## config.mk

```make
export PLATFORM = sky130hd
export DESIGN_NAME = gather_64_16
export DESIGN_NICKNAME = d
export VERILOG_FILES = /design/src/rtl/gather_64_16_pkg.sv /design/src/rtl/sync_fifo.sv /design/src/rtl/gather_64_16.sv
export SDC_FILE = /design/constraint.sdc
export NUM_CORES = 1
export LEC_CHECK = 0
export ABC_AREA = 1
export BUFFER_PORTS_ARGS = -buffer_cell sky130_fd_sc_hd__buf_2
export CAP_MARGIN = 0
export CORE_MARGIN = 2
export CORE_UTILIZATION = 37
export CTS_CLUSTER_SIZE = 14
export DETAILED_ROUTE_END_ITERATION = 10
export HOLD_SLACK_MARGIN = 0.12
export SYNTH_ARGS = -nofsm -noshare
export SYNTH_HDL_FRONTEND = slang
export SYNTH_SLANG_ARGS = --single-unit
```

## constraint.sdc

```tcl
create_clock -name clk -period 4.85 [get_ports clk]
set_input_delay 0.485 -clock clk [delete_from_list [all_inputs] [get_ports clk]]
set_output_delay 0.485 -clock clk [all_outputs]
set_load 0.03 [all_outputs]
```

## src/rtl/gather_64_16_pkg.sv

```systemverilog
// Shared widths, FSM encoding and lane-select helper for the 64->16 gather path.
package gather_64_16_pkg;

    localparam int unsigned LANE_W     = 16;
    localparam int unsigned LANES      = 4;
    localparam int unsigned FIFO_DEPTH = 2;
    localparam int unsigned IN_W       = LANE_W * LANES;
    localparam int unsigned LANE_IDX_W = $clog2(LANES);
    localparam int unsigned CNT_W      = $clog2(FIFO_DEPTH) + 1;

    localparam logic [LANE_IDX_W-1:0] LAST_LANE = LANE_IDX_W'(LANES - 1);

    typedef enum logic {
        IDLE = 1'b0,
        SEND = 1'b1
    } state_t;

    function automatic logic [LANE_W-1:0] lane_sel(input logic [IN_W-1:0]       word,
                                                   input logic [LANE_IDX_W-1:0] idx);
        return word[int'(idx) * LANE_W +: LANE_W];
    endfunction

endpackage

```

## src/rtl/sync_fifo.sv

```systemverilog
// Synchronous FIFO with head and next-to-head read ports so a consumer can chain words without a bubble.
module sync_fifo #(
    parameter int unsigned WIDTH = 64,
    parameter int unsigned DEPTH = 2,
    localparam int unsigned PTR_W = $clog2(DEPTH),
    localparam int unsigned CNT_W = $clog2(DEPTH) + 1
) (
    input  logic             clk,
    input  logic             rst,
    input  logic             push,
    input  logic [WIDTH-1:0] wr_data,
    input  logic             pop,
    output logic [WIDTH-1:0] head_c,
    output logic [WIDTH-1:0] second_c,
    output logic [CNT_W-1:0] count,
    output logic             full,
    output logic             empty
);

    logic [WIDTH-1:0] mem [DEPTH];
    logic [PTR_W-1:0] wr_ptr;
    logic [PTR_W-1:0] rd_ptr;
    logic [PTR_W-1:0] rd_ptr_inc;
    logic [CNT_W-1:0] count_nxt;

    always_comb begin
        rd_ptr_inc = rd_ptr + PTR_W'(1);
        count_nxt  = count + CNT_W'(push) - CNT_W'(pop);
    end

    always_ff @(posedge clk) begin
        if (!rst) begin
            wr_ptr <= '0;
            rd_ptr <= '0;
            count  <= '0;
            full   <= 1'b0;
            empty  <= 1'b1;
        end else begin
            if (push) wr_ptr <= wr_ptr + PTR_W'(1);
            if (pop)  rd_ptr <= rd_ptr_inc;
            count <= count_nxt;
            full  <= (count_nxt == CNT_W'(DEPTH));
            empty <= (count_nxt == '0);
        end
    end

    // Storage is not reset; entries are only read when count says they are valid.
    always_ff @(posedge clk) begin
        if (push) mem[wr_ptr] <= wr_data;
    end

    assign head_c   = mem[rd_ptr];
    assign second_c = mem[rd_ptr_inc];

endmodule

```

## src/rtl/gather_64_16.sv

```systemverilog
// Serializes buffered 64-bit four-lane words into a 16-bit lane stream, lane 0 first.
module gather_64_16
    import gather_64_16_pkg::*;
(
    input  logic                  clk,
    input  logic                  rst,
    input  logic                  in_v,
    output logic                  in_rdy,
    input  logic [IN_W-1:0]       in_data,
    output logic                  out_v,
    input  logic                  out_rdy,
    output logic [LANE_W-1:0]     out_data,
    output logic [LANE_IDX_W-1:0] out_lane,
    output logic                  out_last
);

    state_t                  state_q;
    state_t                  state_nxt;
    logic                    push;
    logic                    pop;
    logic [IN_W-1:0]         fifo_head;
    logic [IN_W-1:0]         fifo_second;
    logic [CNT_W-1:0]        fifo_count;
    logic                    fifo_full;
    logic                    fifo_empty;
    logic [CNT_W-1:0]        count_nxt;
    logic                    in_rdy_nxt;
    logic                    out_v_nxt;
    logic [LANE_W-1:0]       out_data_nxt;
    logic [LANE_IDX_W-1:0]   out_lane_nxt;
    logic                    out_last_nxt;
    logic [LANE_IDX_W-1:0]   lane_inc;

    assign push = in_v && in_rdy && !fifo_full;

    sync_fifo #(
        .WIDTH (IN_W),
        .DEPTH (FIFO_DEPTH)
    ) u_fifo (
        .clk      (clk),
        .rst      (rst),
        .push     (push),
        .wr_data  (in_data),
        .pop      (pop),
        .head_c   (fifo_head),
        .second_c (fifo_second),
        .count    (fifo_count),
        .full     (fifo_full),
        .empty    (fifo_empty)
    );

    always_ff @(posedge clk) begin
        if (!rst) begin
            state_q  <= IDLE;
            in_rdy   <= 1'b0;
            out_v    <= 1'b0;
            out_data <= '0;
            out_lane <= '0;
            out_last <= 1'b0;
        end else begin
            state_q  <= state_nxt;
            in_rdy   <= in_rdy_nxt;
            out_v    <= out_v_nxt;
            out_data <= out_data_nxt;
            out_lane <= out_lane_nxt;
            out_last <= out_last_nxt;
        end
    end

    // Next lane selection; after the last lane the next word comes from the FIFO or the same-cycle push.
    always_comb begin
        state_nxt    = state_q;
        pop          = 1'b0;
        out_v_nxt    = out_v;
        out_data_nxt = out_data;
        out_lane_nxt = out_lane;
        out_last_nxt = out_last;
        lane_inc     = out_lane + LANE_IDX_W'(1);

        unique case (state_q)
            IDLE: begin
                out_v_nxt    = 1'b0;
                out_last_nxt = 1'b0;
                if (!fifo_empty) begin
                    state_nxt    = SEND;
                    out_v_nxt    = 1'b1;
                    out_lane_nxt = '0;
                    out_data_nxt = lane_sel(fifo_head, '0);
                    out_last_nxt = (LAST_LANE == '0);
                end
            end
            SEND: begin
                if (out_v && out_rdy) begin
                    if (out_lane == LAST_LANE) begin
                        pop          = 1'b1;
                        out_lane_nxt = '0;
                        out_last_nxt = (LAST_LANE == '0);
                        if (fifo_count > CNT_W'(1)) begin
                            out_data_nxt = lane_sel(fifo_second, '0);
                        end else if (push) begin
                            out_data_nxt = lane_sel(in_data, '0);
                        end else begin
                            state_nxt    = IDLE;
                            out_v_nxt    = 1'b0;
                            out_last_nxt = 1'b0;
                        end
                    end else begin
                        out_lane_nxt = lane_inc;
                        out_data_nxt = lane_sel(fifo_head, lane_inc);
                        out_last_nxt = (lane_inc == LAST_LANE);
                    end
                end
            end
            default: state_nxt = IDLE;
        endcase

        count_nxt  = fifo_count + CNT_W'(push) - CNT_W'(pop);
        in_rdy_nxt = (count_nxt < CNT_W'(FIFO_DEPTH));
    end

endmodule

```

; ---- Yosys cells after proc, flatten, opt, wreduce, memory -nomap -nowiden
; Memories as Yosys holds them, arrays and structs flattened. A register that Yosys moved wholly into a read port is not among the register bits.
; Index checks and enable logic that the tools add are counted.
[op_classes]
shift = 1
n_lt_le_gt_ge = 2
mux = 30
eq_ne = 9
div_mod_pow = 0
n_mul = 0
n_reduce_logical = 8
bitwise_logic = 1
addsub = 5
[op_table]
columns = op, count
row1 = $mux 16, 5
row2 = $shiftx 64x7->16, 1
row3 = $pmux 16 s2, 1
row4 = $mux 1, 17
row5 = $eq 2x2->1 const B, 3
row6 = $mux 2, 3
row7 = $ne 2x2->1 const B, 3
row8 = $pmux 1 s2, 3
row9 = $ne 2x1->1 const B, 2
row10 = $ne 4x2->1 const B, 1
row11 = $pmux 2 s2, 1
row12 = $reduce_and 4->1, 1
row13 = $logic_and 1x1->1, 3
row14 = $reduce_and 3->1, 1
row15 = $add 1x1->1 const B, 2
row16 = $add 2x1->2, 1
row17 = $add 2x1->2 const B, 1
row18 = $gt 2x1->1 const B, 1
row19 = $logic_not 2->1, 1
row20 = $lt 2x2->1 const B, 1
row21 = $reduce_and 2->1, 1
row22 = $sub 2x1->2, 1
row23 = $logic_not 1->1, 1
row24 = $not 1->1, 1
[totals]
latchBits = 0
word_cells = 68
mem_bits_rw = 128
regBits = 28
romBits = 0
mem_count = 1
[mem_list]
columns = name, depth, word_bits, read_ports, rd_clocked_by_memory_dff, wr, line_no
row1 = u_fifo.mem, 2, 64, 2, 1, 1, sync_fifo.sv:20  ; logic [WIDTH-1:0] mem [DEPTH];

; ---- Depth between registers and ports, before layout
; Gate-level depths: netlist (run 1).
[depth]
word_depth = 7
mapped_depth = 12

; ---- Hierarchy
; A second synthesis (run 1) with hierarchy kept.
[hier_totals]
hier_cells = 956
hier_area_um2 = 7940.1
[modules_own_cells]
columns = mod, area_per_inst_um2, instances, seq_area_each_um2, cells_each
row1 = sync_fifo, 5664.2, 1, 3983.8, 519
row2 = gather_64_16, 2275.9, 1, 440.4, 437

; ---- Least setup slack after synthesis (run 1)
; Ideal clock, no wire load.
[synth_path]
path_type = register to register
startpoint = register in_rdy
endpoint = memory u_fifo.mem[1][0] (enable)
setup_time_ps = 488
path_stages_with_launch = 5
t_arrival_ps = 3459
required_time_ps = 4362
path_slack_ps = 904
n_path_buf = 0
cell_sequence = dfxtp_1 > inv_1 > nor2_1 > nand2_1 > nor2_1
[synth_via]
elab_chain_len = 4
[synth_lines]
columns = element, line_no
row1 = start: declaration, gather_64_16.sv:8  ; output logic in_rdy,
row2 = start signal: assignment, gather_64_16.sv:62  ; in_rdy <= in_rdy_nxt;
row3 = $logic_and 1x1->1 (2 in series), gather_64_16.sv:34  ; assign push = in_v && in_rdy && !fifo_full;
row4 = $mux 1, sync_fifo.sv:49  ; if (push) mem[wr_ptr] <= wr_data;
row5 = $mux 1 (implied by the code), sync_fifo.sv:49
row6 = end: declaration, sync_fifo.sv:20
; Every way passes these cells.

; ---- Worst setup path in the final report (run 1)
[layout_path]
startpoint = register out_lane[0]
endpoint = register out_data[13]
[layout_via]
elab_chain_len = 5
[layout_lines]
columns = element, line_no
row1 = start: declaration, gather_64_16.sv:13  ; output logic [LANE_IDX_W-1:0] out_lane,
row2 = start signal: assignment, gather_64_16.sv:65  ; out_lane <= out_lane_nxt;
row3 = $add 2x1->2, gather_64_16.sv:78  ; lane_inc = out_lane + LANE_IDX_W'(1);
row4 = $shiftx 64x7->16, gather_64_16_pkg.sv:20  ; return word[int'(idx) * LANE_W +: LANE_W];
row5 = $mux 16, gather_64_16.sv:94  ; if (out_lane == LAST_LANE) begin
row6 = $mux 16, gather_64_16.sv:93  ; if (out_v && out_rdy) begin
row7 = $pmux 16 s2, gather_64_16.sv:80  ; unique case (state_q)
row8 = end signal: assignment, gather_64_16.sv:64  ; out_data <= out_data_nxt;
row9 = end: declaration, gather_64_16.sv:12  ; output logic [LANE_W-1:0] out_data,
; Several ways; a longest one is shown, not always the timed one. The select of a mux whose other input is x is not followed.
; A chain may end at the register's enable or synchronous reset.

==> results of run 1 <==
worst max path at each step:
| stage | slack, ps | end | start |
|---|---|---|---|
| finish | 1970 | out_data[13] | out_lane[0] |
| global placement | 2040 | out_data[13] | out_lane[0] |
| detailed placement | 2030 | out_data[10] | out_lane[0] |
| floorplan | 900 | u_fifo.mem[1][0] | in_rdy |
| global route | 1760 | out_data[2] | out_lane[0] |
| CTS | 2010 | out_data[11] | out_lane[0] |
flip-flops by register name (all words and copies together) (netlist names), named ones only:
| register | flops |
|---|---|
| in_rdy | 1 |
| u_fifo.count | 2 |
| u_fifo.full | 1 |
| u_fifo.wr_ptr | 1 |
| out_v | 1 |
| state_q | 1 |
| u_fifo.empty | 1 |
| out_data | 16 |
| u_fifo.rd_ptr | 1 |
| out_last | 1 |
| u_fifo.mem | 128 |
| out_lane | 2 |
power breakdown:
group          leakage (nW)  switching, mW  internal (mW)  total (mW)
Sequential             1.41         0.0288           1.53        1.55
Clock                 0.301          0.526          0.781        1.31
Combinational          1.97          0.173         0.0807       0.254
area by class of cell:
type	count	area [um2]
inverters	82	307.8
multi-input cells	505	2201
clock buffers	23	531.8
clock inverters	9	67.56
well taps	260	325.3
repair buffers	94	485.5
flip-flops and latches	157	4425
fillers	1842	10490
per-layer routing:
| layer | up-vias | part of all wire | global-route usage | wire length [um] |
|---|---|---|---|---|
| met5 | - | 0 | 0 | 0 |
| met4 | 0 | 0.023 | 0.07712 | 424 |
| met3 | 24 | 0.055 | 0.03421 | 1004 |
| met2 | 174 | 0.48 | 0.3125 | 8799 |
| met1 | 2554 | 0.44 | 0.2371 | 7971 |
| li1 | 2675 | - | - | - |
through the flow:
step | setup slack (ps) | hold slack [ps]
final | 1968 | 252.1
after global routing | 1757 | 231.3
after CTS | 2009 | 229.7
after floorplan | 903.7 | 481.3
after detailed placement | 2032 | 466.3
after global placement | 2041 | 465.6
critical path, stage by stage, from the launching register on:
cell and delay [ps]:
sky130_fd_sc_hd__dfxtp_1 310, sky130_fd_sc_hd__buf_4 410, sky130_fd_sc_hd__ha_1 280, sky130_fd_sc_hd__inv_2 180, sky130_fd_sc_hd__nor2_4 540, sky130_fd_sc_hd__nand3_1 170, sky130_fd_sc_hd__nand2_2 560, sky130_fd_sc_hd__nor2_1 80
sky130_fd_sc_hd__nand2_1 130, sky130_fd_sc_hd__a21oi_2 50
logic make-up after synthesis:
group | after synthesis
and+or+nand+nor | 458
DFF | 157
buffers and inverters | 119
AOI/OAI and AO/OA | 41
adders and majority gates | 4
xor gates and xnor gates | 2
placed cells by master (no fill, tap or decap), drive strengths merged:
master / netlist / layout
dfxtp: 29 / 29
edfxtp: 128 / 128
o21ai: 18 / 18
nor3: 1 / 1
inv: 82 / 88
ha: 4 / 4
nor2: 90 / 90
a31oi: 1 / 1
nand3: 99 / 99
a21oi: 22 / 22
buf: 31 / 94
clkbuf: 6 / 23
clkinv: 0 / 3
nand2: 268 / 268
xnor2: 2 / 2
==> flow_summary.rst, run 1 <==
.. list-table::
   :header-rows: 1

   * - Metric
     - Value
   * - Total I/O pin count
     - 89
   * - Register bit count reported by yosys
     - around 160
   * - Placed cell count
     - 1098
   * - Crit path capture type
     - flip-flop
   * - Portion of the post-synthesis area used by sequential elements
     - 0.6194
   * - Antenna diode count
     - 0
   * - Summed instance area of the synthesized netlist
     - 7143 um2
   * - Pwr Total
     - roughly 3.1 mW
   * - Top cell types by occurrence after synthesis
     - sky130_fd_sc_hd__nand2_1 (260), sky130_fd_sc_hd__edfxtp_1 (128), sky130_fd_sc_hd__nand3_1 (99), sky130_fd_sc_hd__nor2_1 (88), sky130_fd_sc_hd__inv_1 (76)
   * - Slack of the worst reg-to-reg path
     - 1970 ps
   * - Die extent in x
     - between 100 and 150 um
   * - Arrival time at the worst endpoint
     - 3150 ps
   * - Synth async-reset ratio
     - 0
   * - XOR/XNOR Fraction of Synth Area
     - 0.002452
   * - WHS Path Cells
     - 1
   * - Overall die area
     - approximately 20000 um2
   * - Outcome
     - finished, final reports clean
   * - Startpoint type of the worst setup path
     - flip-flop
   * - Port Buffer Count
     - 88
   * - Reg-to-reg critical path endpoint
     - out_data[13]
   * - Transition time of the tightest slew-check pin
     - approximately 1200 ps
   * - Ys Warns
     - 0
   * - Initial Utilization
     - 0.3793
   * - Post-CTS clock slew at the launch and capture registers of the worst setup and hold paths
     - about 70 ps
   * - Overall global routing resource usage
     - 0.1861
   * - Drt first-iter violations
     - 399
   * - Number of cells upsized or downsized after cts
     - 0
   * - Core region area
     - between 15000 and 20000 um2
   * - TritonRoute pass-1 iters
     - 4
   * - Final routed wirelength across all metal layers
     - around 18 mm
   * - Hold_sp
     - in_data[52]
   * - Number of hold-repair buffers added at the cts stage
     - 0
   * - Maximum number of pins on one net before global-route repair
     - between 60 and 70
   * - NumNets Final
     - between 900 and 1000
   * - Worst Hold End
     - u_fifo.mem[0][52]
   * - RSZ-0062 raised after global routing
     - false
   * - Number of levels in the clock H-tree
     - 4
   * - Worst endpoint required time
     - 5110 ps
   * - Detailed-route via count
     - between 5000 and 6000
   * - Buffers from clock root to sink, at most
     - 2
   * - Highest ir drop seen on vdd
     - approximately 0.26 mV
   * - Fraction of synthesized cell area taken by the top area cell type
     - 0.5381
   * - Netlist cell types
     - 23
   * - EDFF count, synth
     - about 130
   * - Critical Setup Path Class
     - reg -> reg
   * - Number of sinks driven by the clock tree
     - 157
   * - Final core utilization
     - 0.4431
   * - Via count of the first global-routing pass
     - ~5300
   * - First-pass GRT wire length
     - roughly 28 mm
   * - Placed inst area
     - between 7000 and 8000 um2
   * - Crit share post-route
     - 0.5943
   * - Cell row count
     - 50
   * - Final hold violation count
     - 0
   * - Clock buffers created by TritonCTS
     - 17
   * - Maxcap violations
     - 0
   * - Grt total ovfl
     - 0
   * - Area fraction in compound gates after synthesis
     - 0.03416
   * - Clock root buffer master
     - sky130_fd_sc_hd__clkbuf_16
   * - Top achievable clock speed
     - approximately 0.35 GHz
   * - Shortest clock period the worst path allows after layout
     - between 2000 and 3000 ps
   * - Non-Filler Cell Area, Final
     - 8344 um2
   * - Die boundary height
     - roughly 140 um
   * - Post-Layout Cell Count
     - ~1100
   * - Area grow syn2layout
     - 16.82%
   * - Primary FF master, synth
     - sky130_fd_sc_hd__edfxtp_1
   * - Post-synth net total
     - 853
   * - Leakage power summed over all cells
     - roughly 3.7 nW
   * - Top cells by area in the synthesized netlist
     - sky130_fd_sc_hd__edfxtp_1 (54%), sky130_fd_sc_hd__nand2_1 (14%), sky130_fd_sc_hd__dfxtp_1 (8.1%), sky130_fd_sc_hd__nand3_1 (6.9%), sky130_fd_sc_hd__nor2_1 (4.6%)
   * - Combinational family with the most area after synthesis
     - simple AND/OR/NAND/NOR gates
   * - Pwr dens
     - approximately 370 nW/um2
   * - Setup tns final
     - 0 ps
   * - Vias per cell
     - about 4.8
   * - Average instance area after synthesis
     - approximately 9.1 um2
   * - Kind of path behind the tightest hold check
     - in -> reg
   * - Clock latency at the later pin of the worst-skew pair
     - 420 ps
   * - Number of antenna violations at the first check in global routing
     - 0
   * - Fraction of layout instances using a drive strength above 1
     - 0.1770
   * - Start of the worst register-to-register path
     - out_lane[0]
   * - Share of synthesized cell area in and, or, nand and nor gates
     - 0.2624
   * - Clock Skews
     - roughly 15 ps
   * - Normalized max-slew margin
     - 0.2032
   * - Dominant cell by count in the synthesized netlist
     - sky130_fd_sc_hd__nand2_1
   * - Final-report setup violation count
     - 0
   * - Gate Count Post-Synth
     - 781
   * - DRC Markers
     - 0
   * - Maximum fanout encountered on the critical timing path
     - 37
   * - Top cell type by total area after synthesis
     - sky130_fd_sc_hd__edfxtp_1
   * - Multiplexer fraction of the synthesized cell area
     - 0
   * - Reg2Reg Depth
     - 9
   * - Average routed wire per standard cell
     - 16.11 um
   * - Count of antenna-violating nets left after detailed routing
     - 0
   * - Number of buffers added for setup after CTS
     - 0
   * - CTS tree
     - built
   * - Estimated wirelength of the detail-placed design
     - between 10 and 15 mm
   * - Adder-cell share of the synthesized area
     - 0.007006
   * - Pins Over Slew Limit
     - 0
   * - Final estimated routing congestion in global placement
     - between 0.8 and 0.9
No activity file was read; power rests on OpenSTA's default activity.
==> run 2: changes to the inputs <==
==> constraint.sdc (replaced) <==
create_clock -name clk -period 2.8 [get_ports clk]
set_input_delay 0.28 -clock clk [delete_from_list [all_inputs] [get_ports clk]]
set_output_delay 0.28 -clock clk [all_outputs]
set_load 0.03 [all_outputs]
==> run 2 against run 1 <==
Final area rose by 8.3%. Die area stayed put. Setup slack lost 1200 ps. Cell count up 6.1%. Clock power is 71% higher. Hold slack got worse by 110 ps. Via count up 1.6%. Sequential cell count did not move.
==> flow_summary.rst, run 2 (synthesis results as in run 1) <==
.. list-table::
   :header-rows: 1

   * - Metric
     - Value
   * - Outcome
     - finished, final reports clean
   * - Reg2Reg Depth
     - 10 (+1)
   * - Final-report setup violation count
     - 0 (unchanged)
   * - Commonest non-fill, non-tap cell in the layout
     - sky130_fd_sc_hd__nand2_1
   * - Port Buffer Count
     - 88 (unchanged)
   * - Maximum fanout encountered on the critical timing path
     - 18 (-51%)
   * - Pins Over Slew Limit
     - 0 (unchanged)
   * - Minimum setup slack in the final design
     - 763.4 ps (-1204 ps)
   * - Final routed wirelength across all metal layers
     - 18.09 mm (-0.61%)
   * - Pwr dens
     - 602.1 nW/um2 (+61%)
   * - Largest registers
     - u_fifo.mem: 128 flops, out_data: 16 flops
   * - Number of antenna violations at the first check in global routing
     - 0 (unchanged)
   * - Die extent in x
     - 142.9 um (unchanged)
   * - Worst endpoint required time
     - 3120 ps (-1990 ps)
   * - Count of antenna-violating nets left after detailed routing
     - 0 (unchanged)
   * - Drt first-iter violations
     - 593 (+49%)
   * - Fraction of layout instances using a drive strength above 1
     - 0.1693 (-0.007682)
   * - Final hold violation count
     - 0 (unchanged)
   * - Non-Filler Cell Area, Final
     - 9035 um2 (+8.3%)
   * - Estimated wirelength of the detail-placed design
     - 10.96 mm (-4.5%)
   * - Highest ir drop seen on vdd
     - 0.4313 mV (+68%)
   * - Final estimated routing congestion in global placement
     - 0.8445 (+2.3%)
   * - NumNets Final
     - 998 (+7.4%)
   * - Worst Hold End
     - u_fifo.count[0]
   * - Number of levels in the clock H-tree
     - 4 (unchanged)
   * - Maxcap violations
     - 0 (unchanged)
   * - Clock Skews
     - 12.48 ps (-2.106 ps)
   * - Slack of the worst reg-to-reg path
     - 760 ps (-1200 ps)
   * - Start of the worst register-to-register path
     - out_lane[1]
   * - Core region area
     - 18830 um2 (unchanged)
   * - Shortest clock period the worst path allows after layout
     - 2037 ps (-845.7 ps)
   * - Cell row count
     - 50 (unchanged)
   * - Critical Setup Path Class
     - reg -> reg
   * - Transition time of the tightest slew-check pin
     - 869.0 ps (-326.2 ps)
   * - Clock root buffer master
     - sky130_fd_sc_hd__clkbuf_16
   * - Maximum number of pins on one net before global-route repair
     - 65 (-1.5%)
   * - Reg-to-reg critical path endpoint
     - u_fifo.empty
   * - Normalized max-slew margin
     - 0.4200 (+0.2168)
   * - Average routed wire per standard cell
     - 15.09 um (-6.3%)
   * - Overall die area
     - 20430 um2 (unchanged)
   * - CTS tree
     - built
   * - Clock latency at the later pin of the worst-skew pair
     - 420 ps (about the same)
   * - Total I/O pin count
     - 89 (unchanged)
   * - Max FFs per register
     - 128 (unchanged)
   * - Pre-CTS WS
     - 752.6 ps (-1279 ps)
   * - Post-CTS clock slew at the launch and capture registers of the worst setup and hold paths
     - 60 ps (about the same)
   * - RSZ-0062 raised after global routing
     - false
   * - Placed inst area
     - 7807 um2 (+0.81%)
   * - Arrival time at the worst endpoint
     - 2360 ps (-790 ps)
   * - First-pass GRT wire length
     - 28.19 mm (-0.17%)
   * - Crit path capture type
     - flip-flop
   * - Initial Utilization
     - 0.3793 (unchanged)
   * - WHS Path Cells
     - 3 (+2)
   * - TritonRoute pass-1 iters
     - 5 (+1)
   * - Hold_sp
     - rst
   * - Buffers from clock root to sink, at most
     - 2 (unchanged)
   * - Vias per cell
     - 4.599 (-4.2%)
   * - Grt total ovfl
     - 0 (unchanged)
   * - Startpoint type of the worst setup path
     - flip-flop
   * - Antenna diode count
     - 0 (unchanged)
   * - Kind of path behind the tightest hold check
     - in -> reg
   * - Die boundary height
     - 142.9 um (unchanged)
   * - Overall global routing resource usage
     - 0.1840 (-0.002096)
   * - Number of sinks driven by the clock tree
     - 157 (unchanged)
   * - Detailed-route via count
     - 5514 (+1.6%)
   * - Leakage power summed over all cells
     - 3.977 nW (+8.0%)
   * - Top achievable clock speed
     - 0.4910 GHz (+42%)
   * - Commonest cells after routing, fill and taps aside
     - sky130_fd_sc_hd__nand2_1 (260), sky130_fd_sc_hd__edfxtp_1 (128), sky130_fd_sc_hd__nand3_1 (99), sky130_fd_sc_hd__buf_2 (88), sky130_fd_sc_hd__nor2_1 (86)
   * - Clock buffers created by TritonCTS
     - 17 (unchanged)
   * - Via count of the first global-routing pass
     - 5192 (-1.6%)
   * - Area grow syn2layout
     - 26.48%
   * - Fillers
     - 1767 (-4.1%)
   * - DRC Markers
     - 0 (unchanged)
   * - Placed cell count
     - 1103 (+0.46%)
   * - Post-Layout Cell Count
     - 1199 (+6.1%)
   * - Largest Register
     - u_fifo.mem
   * - Crit share post-route
     - 0.7273 (+0.1331)
==> run 2: changes by cell type in the layout (fill, tap and decap cells not counted) <==
cell,delta
sky130_fd_sc_hd__inv_6,-3
sky130_fd_sc_hd__buf_4,+3
sky130_fd_sc_hd__buf_12,+2
sky130_fd_sc_hd__inv_4,-1
sky130_fd_sc_hd__dlygate4sd3_1,+64
sky130_fd_sc_hd__clkbuf_2,+1
sky130_fd_sc_hd__clkinv_2,+3
==> run 2: worst max-delay path by stage <==
stage	cells after the start	slack [ps]	from	end
3_3_place_gp	10	790	out_lane[0]	u_fifo.empty
3_5_place_dp	10	750	out_lane[0]	u_fifo.empty
6_report	10	760	out_lane[1]	u_fifo.empty
2_1_floorplan	4	-80	in_rdy	u_fifo.mem[1][0]
4_1_cts	10	750	out_lane[0]	u_fifo.empty
5_1_grt	10	600	out_lane[1]	u_fifo.empty
==> run 2: critical path, stage by stage, from the launching register on <==
cell and delay [ps]:
sky130_fd_sc_hd__dfxtp_1 340, sky130_fd_sc_hd__ha_1 220, sky130_fd_sc_hd__inv_2 310, sky130_fd_sc_hd__nor2_1 160, sky130_fd_sc_hd__ha_1 300, sky130_fd_sc_hd__inv_1 40, sky130_fd_sc_hd__ha_1 180, sky130_fd_sc_hd__xnor2_1 190
sky130_fd_sc_hd__nand2_1 100, sky130_fd_sc_hd__inv_2 60, sky130_fd_sc_hd__nor2_1 30
==> run 2: final cells by class <==
type / count / area (um2) / share of cell area
clock buffers: 24 / 536.8 / 0.05941
clock inverters: 8 / 50.05 / 0.005539
inverters: 82 / 307.8 / 0.03407
multi-input cells: 505 / 2201 / 0.2436
flip-flops and latches: 157 / 4425 / 0.4898
well taps: 260 / 325.3 / 0.03601
repair buffers: 163 / 1189 / 0.1316
==> run 2: metal layers <==
| metal | routed length [um] | up-vias | part of all wire | global-route usage |
|---|---|---|---|---|
| li1 | - | 2820 | - | - |
| met1 | 8133 | 2539 | 0.45 | 0.2524 |
| met2 | 8926 | 136 | 0.49 | 0.2951 |
| met3 | 819 | 19 | 0.045 | 0.03521 |
| met4 | 208 | 0 | 0.011 | 0.05888 |
| met5 | 0 | - | 0 | 0 |
==> run 2: stage by stage <==
| step | utilization | hold slack (ps) | setup TNS (ps) | total power, mW |
|---|---|---|---|---|
| final | 0.4798 | 145.5 | 0 | 5.440 |
| after CTS | 0.4798 | 129.3 | 0 | 5.478 |
| after floorplan | - | 378.9 | -8773 | 3.014 |
| after global routing | 0.4798 | 155.5 | 0 | 5.640 |
| after global placement | 0.4146 | 460.3 | 0 | 3.174 |
| after detailed placement | 0.4146 | 459.6 | 0 | 3.178 |
==> run 2: what timing repair did <==
| action | CTS | global route |
|---|---|---|
| setup buffers | 0 | 0 |
| endpoints found under the hold margin | 128 | 0 |
| hold buffers | 64 | 0 |
| resized for setup | 0 | 0 |
==> run 2: power breakdown <==
group,total [mW],internal (mW),switching [mW],leakage [nW]
sequential,2.68,2.64,0.0401,1.41
combinational,0.515,0.203,0.312,2.27
clock,2.24,1.34,0.902,0.299
==> run 3: changes to the inputs <==
==> constraint.sdc (replaced) <==
create_clock -name clk -period 2 [get_ports clk]
set_input_delay 0.2 -clock clk [delete_from_list [all_inputs] [get_ports clk]]
set_output_delay 0.2 -clock clk [all_outputs]
set_load 0.03 [all_outputs]
==> run 3 against run 2 <==
Count of clock-buffer cells in the layout increased by 1. Critical path depth up 3. Setup slack got worse by 510 ps. Global-route usage increased by 0.74 points. Register-to-register slack got worse by 470 ps. Hold slack better by 140 ps.
==> flow_summary.rst, run 3 (synthesis results as in run 1) <==
.. list-table::
   :header-rows: 1

   * - Metric
     - Value
   * - Outcome
     - finished, final reports clean
   * - Crit share post-route
     - 0.8756
   * - Kind of cell adding the most delay to the critical path
     - buffers and inverters
   * - Via count of the first global-routing pass
     - 5452 (+5.0%)
   * - Overall die area
     - 20430 um2 (unchanged)
   * - Post-route worst hold slack
     - 287.3 ps (+141.8 ps)
   * - Cell row count
     - 50 (unchanged)
   * - Antenna diode count
     - 0 (unchanged)
   * - Detailed-route via count
     - 5621 (+1.9%)
   * - Leakage power summed over all cells
     - 4.037 nW (+1.5%)
   * - Buffers from clock root to sink, at most
     - 2 (unchanged)
   * - Count of antenna-violating nets left after detailed routing
     - 0 (unchanged)
   * - CTS tree
     - built
   * - Startpoint type of the worst setup path
     - input pin
   * - Post-CTS clock slew at the launch and capture registers of the worst setup and hold paths
     - 60 ps (about the same)
   * - Slowest CP cell
     - sky130_fd_sc_hd__dlygate4sd3_1
   * - Die extent in x
     - 142.9 um (unchanged)
   * - Highest ir drop seen on vdd
     - 0.6085 mV (+41%)
   * - Slowest Stage Delay on Critical Path
     - 530 ps (+190 ps)
   * - Number of cells upsized or downsized after cts
     - 0 (unchanged)
   * - Maximum number of pins on one net before global-route repair
     - 66 (+1.5%)
   * - Port Buffer Count
     - 88 (unchanged)
   * - Clock latency at the later pin of the worst-skew pair
     - 430 ps (about the same)
   * - Maxcap violations
     - 0 (unchanged)
   * - Area grow syn2layout
     - 28.36%
   * - Arrival time at the worst endpoint
     - 2080 ps (-280 ps)
   * - Number of buffers added for setup after CTS
     - 0 (unchanged)
   * - Commonest cells after routing, fill and taps aside
     - sky130_fd_sc_hd__nand2_1 (259), sky130_fd_sc_hd__edfxtp_1 (128), sky130_fd_sc_hd__nand3_1 (99), sky130_fd_sc_hd__buf_2 (88), sky130_fd_sc_hd__nor2_1 (85)
   * - Final routed wirelength across all metal layers
     - 18.67 mm (+3.2%)
   * - Kind of path behind the tightest hold check
     - in -> reg
   * - Pins Over Slew Limit
     - 0 (unchanged)
   * - First-pass GRT wire length
     - 29.10 mm (+3.3%)
   * - Crit path cell chain
     - dlygate4sd3_1, buf_2, nand2_1, inv_1, nand2_1, nor2_1, ha_1, inv_1, ha_1, xnor2_1, nand2_1, inv_2, nor2_1
   * - Transition time of the tightest slew-check pin
     - 645.8 ps (-223.2 ps)
   * - Largest registers
     - u_fifo.mem: 128 flops, out_data: 16 flops
   * - Drt first-iter violations
     - 522 (-12%)
   * - Critical Setup Path Class
     - in -> reg
   * - Top achievable clock speed
     - between 0.5 and 0.6 GHz
   * - Pwr dens
     - 833.3 nW/um2 (+38%)
   * - Final hold violation count
     - 0 (unchanged)
   * - Pwr Total
     - 7.641 mW (+40%)
   * - Largest Register
     - u_fifo.mem
   * - Worst endpoint required time
     - 2330 ps (-790 ps)
   * - Crit path capture type
     - flip-flop
   * - Commonest non-fill, non-tap cell in the layout
     - sky130_fd_sc_hd__nand2_1
   * - Number of antenna violations at the first check in global routing
     - 0 (unchanged)
   * - RSZ-0062 raised after global routing
     - false
   * - Final-report setup violation count
     - 0 (unchanged)
   * - Maximum fanout encountered on the critical timing path
     - 4 (-14)
   * - Normalized max-slew margin
     - 0.5690 (+0.1490)
   * - Fillers
     - 1711 (-3.2%)
   * - Number of levels in the clock H-tree
     - 4 (unchanged)
   * - DRC Markers
     - 0 (unchanged)
   * - Clock Skews
     - 7.567 ps (-4.915 ps)
   * - Clock buffers created by TritonCTS
     - 17 (unchanged)
   * - Number of sinks driven by the clock tree
     - 157 (unchanged)
   * - Die boundary height
     - 142.9 um (unchanged)
   * - Number of hold-repair buffers added at the cts stage
     - 66 (+3.1%)
   * - Initial Utilization
     - 0.3793 (unchanged)
   * - Register area
     - 4431 um2 (+0.11%)
   * - Buffers and inverters on the worst path
     - 5 (+2)
   * - Vias per cell
     - 4.634 (+0.76%)
   * - Overall global routing resource usage
     - 0.1914 (+0.007427)
   * - Final estimated routing congestion in global placement
     - 0.8313 (-1.6%)
   * - Clock root buffer master
     - sky130_fd_sc_hd__clkbuf_16
   * - Final core utilization
     - 0.4869 (+0.007109)
   * - Max FFs per register
     - 128 (unchanged)
   * - Shortest clock period the worst path allows after layout
     - roughly 1800 ps
   * - Setup tns final
     - 0 ps (unchanged)
   * - Average routed wire per standard cell
     - 15.39 um (+2.0%)
   * - Grt total ovfl
     - 0 (unchanged)
   * - NumNets Final
     - 1012 (+1.4%)
   * - Fraction of layout instances using a drive strength above 1
     - 0.1815 (+0.01220)
   * - CP most frequent cell
     - sky130_fd_sc_hd__nand2_1
   * - Estimated wirelength of the detail-placed design
     - 11.76 mm (+7.3%)
   * - TritonRoute pass-1 iters
     - 5 (unchanged)
   * - Multi-input gate area in the final layout
     - 2206 um2 (+0.23%)
   * - Total I/O pin count
     - 89 (unchanged)
   * - Core region area
     - 18830 um2 (unchanged)
==> run 3: changes by cell type in the layout (fill, tap and decap cells not counted), moves of 2 or more <==
cell                            before  now
sky130_fd_sc_hd__clkbuf_1            1    4
sky130_fd_sc_hd__clkinv_2            4    2
sky130_fd_sc_hd__clkinv_4            2    0
sky130_fd_sc_hd__dlygate4sd3_1      64   66
sky130_fd_sc_hd__clkinvlp_4          0    2
sky130_fd_sc_hd__buf_4               9   19
sky130_fd_sc_hd__dfxtp_1            28   26
sky130_fd_sc_hd__buf_12              2    4
==> run 3: worst reg2reg max path: cells and delay by family, from the launching register on <==
family,cells,cell delay (ps)
and+or+nand+nor,3,300
DFF,1,380
buffers and inverters,3,170
adders and majority gates,3,630
xor gates and xnor gates,1,140
==> run 3: final timing paths <==
path         cells after the start        start             to  slack, ps
min reg2reg                      2  out_data[4]    out_data[4]        470
max                             13      out_rdy   u_fifo.empty        250
min                              5         in_v  u_fifo.wr_ptr        290
max reg2reg                     10  out_lane[1]   u_fifo.empty        290
==> run 3: routing by layer <==
layer	global-route usage	wire length [um]	share of wire
met1	0.2463	8259	0.44
met2	0.3130	8852	0.47
met3	0.03555	885	0.047
met4	0.09015	672	0.036
met5	0	0	0
==> run 3: stage by stage <==
stage | setup slack (ps) | std cells | area [um2]
after detailed placement | 320.6 | 1115 | 7933
after floorplan | -47.79 | 781 | 7169
after global placement | 356.3 | 1115 | 7933
final | 248.7 | 1213 | 9169
after global routing | 128.7 | 1213 | 9169
after CTS | 267.9 | 1213 | 9169
==> run 3: layout make-up <==
class                           instances  area share
Clock buffer                           25     0.05772
Clock inverter                          7    0.005049
Inverter                               82     0.03357
Multi-Input combinational cell        505      0.2406
Sequential cell                       157      0.4832
Tap cell                              260     0.03548
Timing Repair Buffer                  177      0.1444
==> run 3: report_power, final <==
group	total, mW	switching (mW)	internal [mW]
logic	0.758	0.451	0.307
registers	3.75	0.0551	3.70
clock network	3.13	1.29	1.84
